### src/rtl/jk_pkg.sv
// rtl/jk_pkg.sv - state enum and JK excitation helper; JK_TOGGLE_PREF_EN selects X resolution
package jk_pkg;

  typedef enum logic [2:0] {
    IDLE  = 3'd0,
    WAIT  = 3'd1,
    DRIVE = 3'd2,
    CHECK = 3'd3,
    DONE  = 3'd4
  } state_e;

  // Value given to every don't-care entry of the excitation table.
  // With the macro defined the toggle code (11) gets used for 0->1 and 1->0.
`ifdef JK_TOGGLE_PREF_EN
  localparam logic JK_X_VAL = 1'b1;
`else
  localparam logic JK_X_VAL = 1'b0;
`endif

  // Excitation table: given present Q and desired next Q, return {j,k}.
  function automatic logic [1:0] jk_excite(input logic q, input logic d);
    logic j;
    logic k;
    case ({q, d})
      2'b00: begin j = 1'b0;     k = JK_X_VAL; end
      2'b01: begin j = 1'b1;     k = JK_X_VAL; end
      2'b10: begin j = JK_X_VAL; k = 1'b1;     end
      default: begin j = JK_X_VAL; k = 1'b0;   end
    endcase
    return {j, k};
  endfunction

endpackage

### src/rtl/jk_step_tick.sv
// rtl/jk_step_tick.sv - DIV_W-bit step divider with synchronous clear and all-ones tick
module jk_step_tick #(
  parameter int DIV_W = 26
) (
  input  logic clk,
  input  logic rst_n,
  input  logic clr_i,
  input  logic en_i,
  output logic tick_o
);

  logic [DIV_W-1:0] cnt_q;
  logic [DIV_W-1:0] cnt_d;

  // Clear wins over count; the counter only advances while enabled.
  always_comb begin
    cnt_d = cnt_q;
    if (clr_i) begin
      cnt_d = '0;
    end else if (en_i) begin
      cnt_d = cnt_q + 1'b1;
    end
  end

  // Divider register.
  always_ff @(posedge clk or negedge rst_n) begin
    if (!rst_n) begin
      cnt_q <= '0;
    end else begin
      cnt_q <= cnt_d;
    end
  end

  assign tick_o = &cnt_q;

endmodule

### src/rtl/jk_excite_driver.sv
// rtl/jk_excite_driver.sv - JK flip-flop pattern sequencer with Q check; JK_TOGGLE_PREF_EN in jk_pkg
module jk_excite_driver
  import jk_pkg::*;
#(
  parameter int DIV_W = 26,
  parameter int PAT_W = 8,
  parameter int ERR_W = 4
) (
  input  logic                       clk,
  input  logic                       reset,
  input  logic                       start,
  input  logic [PAT_W-1:0]           pattern,
  input  logic                       q_fb,
  output logic                       j,
  output logic                       k,
  output logic                       busy,
  output logic                       done,
  output logic [$clog2(PAT_W)-1:0]   step,
  output logic [ERR_W-1:0]           err_cnt
);

  localparam int STEP_W = $clog2(PAT_W);
  localparam logic [STEP_W-1:0] STEP_LAST = STEP_W'(PAT_W - 1);

  state_e             state_q;
  state_e             state_d;
  logic               start_q;
  logic               start_rise;
  logic               capture;
  logic [PAT_W-1:0]   pat_q;
  logic [PAT_W-1:0]   pat_d;
  logic [STEP_W-1:0]  step_q;
  logic [STEP_W-1:0]  step_d;
  logic [ERR_W-1:0]   err_q;
  logic [ERR_W-1:0]   err_d;
  logic [1:0]         jk_q;
  logic [1:0]         jk_d;
  logic               want_bit;
  logic               tick;
  logic               div_en;
  logic               div_clr;

  // The button is level; only a low-to-high transition starts a run, and
  // only from IDLE or DONE. Edges during a run are dropped.
  assign start_rise = start & ~start_q;
  assign capture    = start_rise && ((state_q == IDLE) || (state_q == DONE));
  assign want_bit   = pat_q[step_q];

  jk_step_tick #(
    .DIV_W (DIV_W)
  ) u_tick (
    .clk    (clk),
    .rst_n  (reset),
    .clr_i  (div_clr),
    .en_i   (div_en),
    .tick_o (tick)
  );

  // State register.
  always_ff @(posedge clk or negedge reset) begin
    if (!reset) begin
      state_q <= IDLE;
    end else begin
      state_q <= state_d;
    end
  end

  // Next-state logic: WAIT for a full divider period, one DRIVE, one CHECK.
  always_comb begin
    state_d = state_q;
    case (state_q)
      IDLE, DONE: if (capture) state_d = WAIT;
      WAIT:       if (tick) state_d = DRIVE;
      DRIVE:      state_d = CHECK;
      CHECK:      state_d = (step_q == STEP_LAST) ? DONE : WAIT;
      default:    state_d = IDLE;
    endcase
  end

  // Status outputs decoded from the registered state.
  always_comb begin
    busy = 1'b0;
    done = 1'b0;
    case (state_q)
      WAIT, DRIVE, CHECK: busy = 1'b1;
      DONE:               done = 1'b1;
      default:            ;
    endcase
  end

  // Datapath next values: pattern capture, step index, error count, J/K.
  always_comb begin
    pat_d   = pat_q;
    step_d  = step_q;
    err_d   = err_q;
    jk_d    = 2'b00;
    div_en  = (state_q == WAIT);
    div_clr = capture || ((state_q == WAIT) && tick);
    if (capture) begin
      pat_d  = pattern;
      step_d = '0;
      err_d  = '0;
    end
    // J/K are computed from the Q present at the end of WAIT, so they are
    // a register output and q_fb never reaches j/k combinationally.
    if ((state_q == WAIT) && tick) begin
      jk_d = jk_excite(q_fb, want_bit);
    end
    // q_fb has had the whole CHECK cycle to settle after the DRIVE edge.
    if (state_q == CHECK) begin
      if ((q_fb != want_bit) && (err_q != {ERR_W{1'b1}})) begin
        err_d = err_q + 1'b1;
      end
      if (step_q != STEP_LAST) begin
        step_d = step_q + 1'b1;
      end
    end
  end

  // Datapath registers; reset forces j/k low immediately.
  always_ff @(posedge clk or negedge reset) begin
    if (!reset) begin
      start_q <= 1'b0;
      pat_q   <= '0;
      step_q  <= '0;
      err_q   <= '0;
      jk_q    <= 2'b00;
    end else begin
      start_q <= start;
      pat_q   <= pat_d;
      step_q  <= step_d;
      err_q   <= err_d;
      jk_q    <= jk_d;
    end
  end

  assign j       = jk_q[1];
  assign k       = jk_q[0];
  assign step    = step_q;
  assign err_cnt = err_q;

endmodule

### config.mk
export PLATFORM = sky130hd
export DESIGN_NAME = jk_excite_driver
export DESIGN_NICKNAME = d
export VERILOG_FILES = /design/src/rtl/jk_pkg.sv /design/src/rtl/jk_step_tick.sv /design/src/rtl/jk_excite_driver.sv
export SDC_FILE = /design/constraint.sdc
export NUM_CORES = 1
export LEC_CHECK = 0
export CAP_MARGIN = 10
export CORE_MARGIN = 2
export CORE_UTILIZATION = 45
export CTS_CLUSTER_DIAMETER = 80
export DETAILED_ROUTE_END_ITERATION = 10
export SYNTH_ARGS = -nofsm -noshare
export SYNTH_HDL_FRONTEND = slang
export SYNTH_SLANG_ARGS = --single-unit
### constraint.sdc
create_clock -name clk -period 3.6 [get_ports clk]
set_input_delay 1.08 -clock clk [delete_from_list [all_inputs] [get_ports clk]]
set_output_delay 1.08 -clock clk [all_outputs]
set_load 0.02 [all_outputs]
# Word level (Yosys, flattened, before mapping)
# Cells that the tools add are included.
[word_totals]
in_bits = 12
out_inout_bits = 11
elab_cells = 55
register_bits = 47
[classes]
n_addsub = 3
reduce_logical = 11
bitwise_logic = 2
n_eq_ne = 12
mux = 19
magnitude_cmp = 1
[op_table]
columns = ["operator", "n"]
rows = [
  ["two-way mux 26 bit", 2],
  ["adder 26 x 1 -> 26 bit, second input constant", 1],
  ["AND reduction 26 bit", 1],
  ["two-way mux 3 bit", 6],
  ["two-way mux 4 bit", 3],
  ["one-hot mux 3 bit (4 select lines)", 1],
  ["== test 3 x 2 -> 1 bit, second input constant", 2],
  ["== test 3 bit, second input constant", 2],
  ["two-way mux 1 bit", 5],
  ["adder 4 x 1 -> 4 bit, second input constant", 1],
  ["less-than comparator 3 x 4 -> 1 bit, second input constant", 1],
  ["!= test 2 bit, second input constant", 2],
  ["!= test 4 bit, second input constant", 1],
  ["adder 3 x 1 -> 3 bit, second input constant", 1],
  ["binary-select mux 1 bit (select 3 bit)", 1],
  ["== test 3 x 1 -> 1 bit, second input constant", 1],
  ["logical AND 1 bit", 3],
  ["zero test 3 bit", 1],
  ["!= test 3 bit, second input constant", 1],
  ["OR reduction 3 bit", 1],
  ["== test 2 x 1 -> 1 bit, second input constant", 1],
  ["== test 2 bit, second input constant", 1],
  ["logical OR 1 bit", 2],
  ["two-way mux 2 bit", 1],
  ["other kinds (6)", 6],
]

# Depth between registers and ports, before layout
[depth]
word_depth = 6
ltp_mapped = 7
mapped_depth_nobuf = 7

# Modules after synthesis
# Synthesis repeated with hierarchy kept, for this count alone.
[unflattened]
hier_cells = 254
hier_area_um2 = 2472.4
[modules_own_cells]
columns = ["mod", "instances", "cells_per_inst", "area_per_inst_um2"]
rows = [
  ["jk_step_tick", 1, 145, 1378.8],
  ["jk_excite_driver", 1, 109, 1093.5],
]

# Worst setup path after synthesis
# Ideal clock, no wire load.
[synth_path]
path_kind = "input to register"
from = "in start"
to = "reg u_tick.cnt_q[12]"
n_path_buf = 1
arrival_time_ns = 2.383
path_stages = 5
path_slack_ns = 1.130
setup_time_ns = 0.087
path_cell_list = "or3b_1 > a211o_1 > buf_2 > or3_1 > a22oi_1"
[synth_between]
elab_chain_cells = 4
[synth_lines]
columns = ["item", "line_no", "rtl"]
rows = [
  ["start: declaration", "jk_excite_driver.sv:11", "input logic start,"],
  ["AND 1 bit (*)", "jk_excite_driver.sv:45", "assign start_rise = start & ~start_q;"],
  ["logical AND 1 bit (*)", "jk_excite_driver.sv:46", "assign capture = start_rise && ((state_q == IDLE) || (state_q == DONE));"],
  ["logical OR 1 bit (*)", "jk_excite_driver.sv:98", "div_clr = capture || ((state_q == WAIT) && tick);"],
  ["two-way mux 26 bit / nonzero test 2 bit (equally long branches)", "-", ""],
  ["end signal: assignment", "jk_step_tick.sv:30", "cnt_q <= cnt_d;"],
  ["end: declaration", "jk_step_tick.sv:12", "logic [DIV_W-1:0] cnt_q;"],
]
# Every way passes the cells marked *; elsewhere a longest branch is shown, timed or not.
# A chain may end at the register's enable or synchronous reset.

# Worst setup path in the final report
[layout_path]
from = "in start"
to = "reg u_tick.cnt_q[18]"
# Same word-level chain as after synthesis.

==> results.txt <==
By count the netlist is led by 47 x sky130_fd_sc_hd__dfrtp_1, 41 x sky130_fd_sc_hd__nand2_1, 17 x sky130_fd_sc_hd__o21ai_0. The TritonCTS sink count came out at 47. The final period utilization came out at 82.7%.

The leading register cell type out of synthesis is sky130_fd_sc_hd__dfrtp_1. The reg2reg setup slack came out at 1270 ps. The run finished with clean final reports. Counting every instance in the synthesized netlist gives 260. The clock network latency to the later pin of the worst-skew pair is 310 ps. For this run, design rule violations remaining after detail routing come to 0. The synthesized design spends more area on one cell type than any other, namely sky130_fd_sc_hd__dfrtp_1. The antenna diode count is 0. The part of the Yosys area used for sequential elements is 46.6%.

The layout has 523 filler cells. Clock-pin slew was measured on the worst setup and hold paths at 90 ps. The top fanout value on the critical path came out at 17. Between clock sinks in the finished design, the worst skew comes to 12.8 ps. The number of enable-type register cells in the synthesized netlist is 0.

Row generation in the floorplan step produced 27 rows. The peak supply drop came out at 186 uV. The kind of critical path is in -> reg. The maximum clock frequency is 336 MHz. The proportion of layout cells with a drive suffix above 1 is 6.71%. The via count of the first global-routing pass came to 1940.

The number of nets in the synthesized netlist is 278. The slack of the critical path came out at 623 ps. The time the worst path needs with I/O delays and setup is 2980 ps. The wire-length estimate of the detail-placed layout is 3.84 mm.

The largest individual stage delay along the critical path comes from the cell sky130_fd_sc_hd__clkdlybuf4s50_1. The min-delay analysis places its worst path in the category reg -> reg. The number of buffers inserted during clock tree synthesis came out at 5.

Traced cell by cell, the critical path runs through clkdlybuf4s50_1, or3b_1, a211o_1, or4_1, a22oi_1. The share of flip-flops with an asynchronous set or reset is 100%. The post-cts gate resize count is 0. The pin count of the biggest net entering global routing came out at 31.

The number of antenna violations at the first check in global routing is 0. Once placement finished, the instance area stood at 2810 sq um. By area the synthesized netlist is led by sky130_fd_sc_hd__dfrtp_1 47%, sky130_fd_sc_hd__nand2_1 6.1%, sky130_fd_sc_hd__a22oi_1 4.5%, sky130_fd_sc_hd__o21ai_0 3.4%, sky130_fd_sc_hd__ha_1 3.0%.

The number of DRC markers after the initial detailed-route iteration came out at 159. The library cell used as clock root buffer is sky130_fd_sc_hd__clkbuf_8. After detailed routing, the number of vias per cell comes to 5.76. The number of buffers inserted to repair setup after CTS is 0.

The number of synthesized register bits is 47. The number of levels in the clock H-tree is 2. The distinct cell type count after synthesis is 45. The synthesized area divided by synthesized cell count came out at 9.72 sq um. The number of nets at the end of the flow came out at 300.

The global route total overflow came out at 0. Before CTS, the worst setup slack after placement is 290 ps. The floorplan die width is 78.9 um. The routability congestion estimate from global placement is 0.834. The required arrival time at the worst endpoint is 3830 ps. The post-synthesis instance area came out at 2530 sq um. For this run, the total global-route usage over all layers was measured as 20.2%. The average wire per cell in the routed design came out at 15.8 um. The number of ports placed on the die boundary is 23. TritonCTS built the clock tree. The number of nets with antenna violations after detailed routing is 0. The count of final max-slew check failures was 0. The worst setup path is launched from a primary input. The wire length of the first global-routing pass is 9.72 mm.

By instance count, the leading cell after synthesis is sky130_fd_sc_hd__dfrtp_1. STA classifies the critical path endpoint as a flip-flop. In this run the biggest area consumer among cell types represents 46.6% of the synthesized area.

The number of buffers between clock root and the deepest sink is 2. Across the run, the number of max-cap violations was 0. The routed wire length came out at 5.61 mm.

For this design the ratio of total power to cell area is 310 nW/um^2. The relative slew slack came out at 47.3%. The post-layout instance area is 2900 sq um. The total number of vias is 2044.

The final hold violation count was 0. Input and output buffers added on the ports amount to 22. The peak per-stage delay on the critical path came out at 530 ps.

For this run, the number of Yosys warnings is 0. The initial standard-cell utilization of the core came out at 46.2%. The die outline height came out at 78.9 um.

The total of hold buffers inserted after clock tree synthesis came out at 0. Setup violations remaining at the end of the flow were counted as 0. Setup repair after global routing left no endpoint under its margin. At the worst endpoint, the arrival time is 3210 ps. The count of TritonRoute iterations in the first routing pass came out at 5. The reported leakage power is 1.18 nW. The floorplan step defined a die boundary enclosing 6230 sq um. The area added between synthesis and finish came out at 14.8%. After routing, the total negative slack on setup checks comes to 0 ps.

The area of the core is 5470 sq um. The actual transition at the worst max-transition pin came out at 789 ps.
[per-stage QoR]
stage          hold WS (ps)  power (mW)  util, %  cells
2_1_floorplan           440       0.554        -    260
3_3_place_gp            455       0.580     51.3    347
3_5_place_dp            459       0.580     51.3    347
4_1_cts                 482       0.915     53.0    355
5_1_grt                 497       0.940     53.0    355
6_report                479       0.900     53.0    355
[logic make-up (layout without fill, tap and decap cells)]
group,after synthesis,count (layout),synth area share (%)
and+or+nand+nor,112,112,24.9
AOI/OAI and AO/OA,62,62,16.1
DFF,47,47,46.6
buffers and inverters,19,42,3.37
xor gates and xnor gates,9,9,3.12
adders and majority gates,6,6,2.97
muxes,5,5,2.97
[power breakdown]
| group | switching (mW) | total, mW | internal [mW] |
|---|---|---|---|
| clock network | 0.192 | 0.332 | 0.140 |
| logic | 0.0171 | 0.0330 | 0.0159 |
| registers | 0.00311 | 0.536 | 0.533 |
| total | 0.212 | 0.900 | 0.688 |
[cells in the final DEF, fill, tap and decap left out, types with 8 or more instances in the layout]
master / instances
sky130_fd_sc_hd__a21oi_1: 10
sky130_fd_sc_hd__a22oi_1: 15
sky130_fd_sc_hd__clkdlybuf4s50_1: 21
sky130_fd_sc_hd__dfrtp_1: 47
sky130_fd_sc_hd__nand2_1: 41
sky130_fd_sc_hd__nand3_1: 11
sky130_fd_sc_hd__o21ai_0: 17
sky130_fd_sc_hd__or4_1: 8
[worst paths after layout]
check	cells past startpoint	endpoint	startpoint
worst min-delay path	2	pat_q[7]$_DFFE_PN0P_	pat_q[7]$_DFFE_PN0P_
max in group asynchronous	2	u_tick.cnt_q[10]$_DFFE_PN0P_	reset
worst max-delay path	5	u_tick.cnt_q[18]$_DFFE_PN0P_	start
worst max register to register	6	err_cnt[0]$_DFF_PN0_	step[0]$_DFF_PN0_
min in group asynchronous	1	u_tick.cnt_q[17]$_DFFE_PN0P_	reset
worst min register to register	2	pat_q[7]$_DFFE_PN0P_	pat_q[7]$_DFFE_PN0P_
[flip-flops by register name, indices dropped and copies added, names as in the netlist]
signal and cells:
step 3, jk_q 2, err_cnt 4, pat_q 8
state_q 3, start_q 1, u_tick.cnt_q 26
[routing by layer]
layer | share of wire, % | routed length (um) | global-route usage, %
met1 | 48 | 2700 | 29.5
met2 | 45 | 2540 | 30.0
met3 | 5.5 | 310 | 4.77
met4 | 1.2 | 65 | 5.69
met5 | 0 | 0 | 0
[final cells by class]
class                   count  area (sq um)  area share, %
clock buffers               6          72.6           2.50
well taps                  72          90.1           3.11
flip-flops and latches     47          1180           40.6
multi-input cells         194          1260           43.6
clock inverters             2          17.5          0.604
inverters                   7          26.3          0.906
repair buffers             27           253           8.71
[critical path, delay by kind of cell]
kind,cells,cell delay (ps)
and+or+nand+nor,2,930
AOI/OAI and AO/OA,2,660
buffers and inverters,1,530
Power figures use the tool's default switching activity.
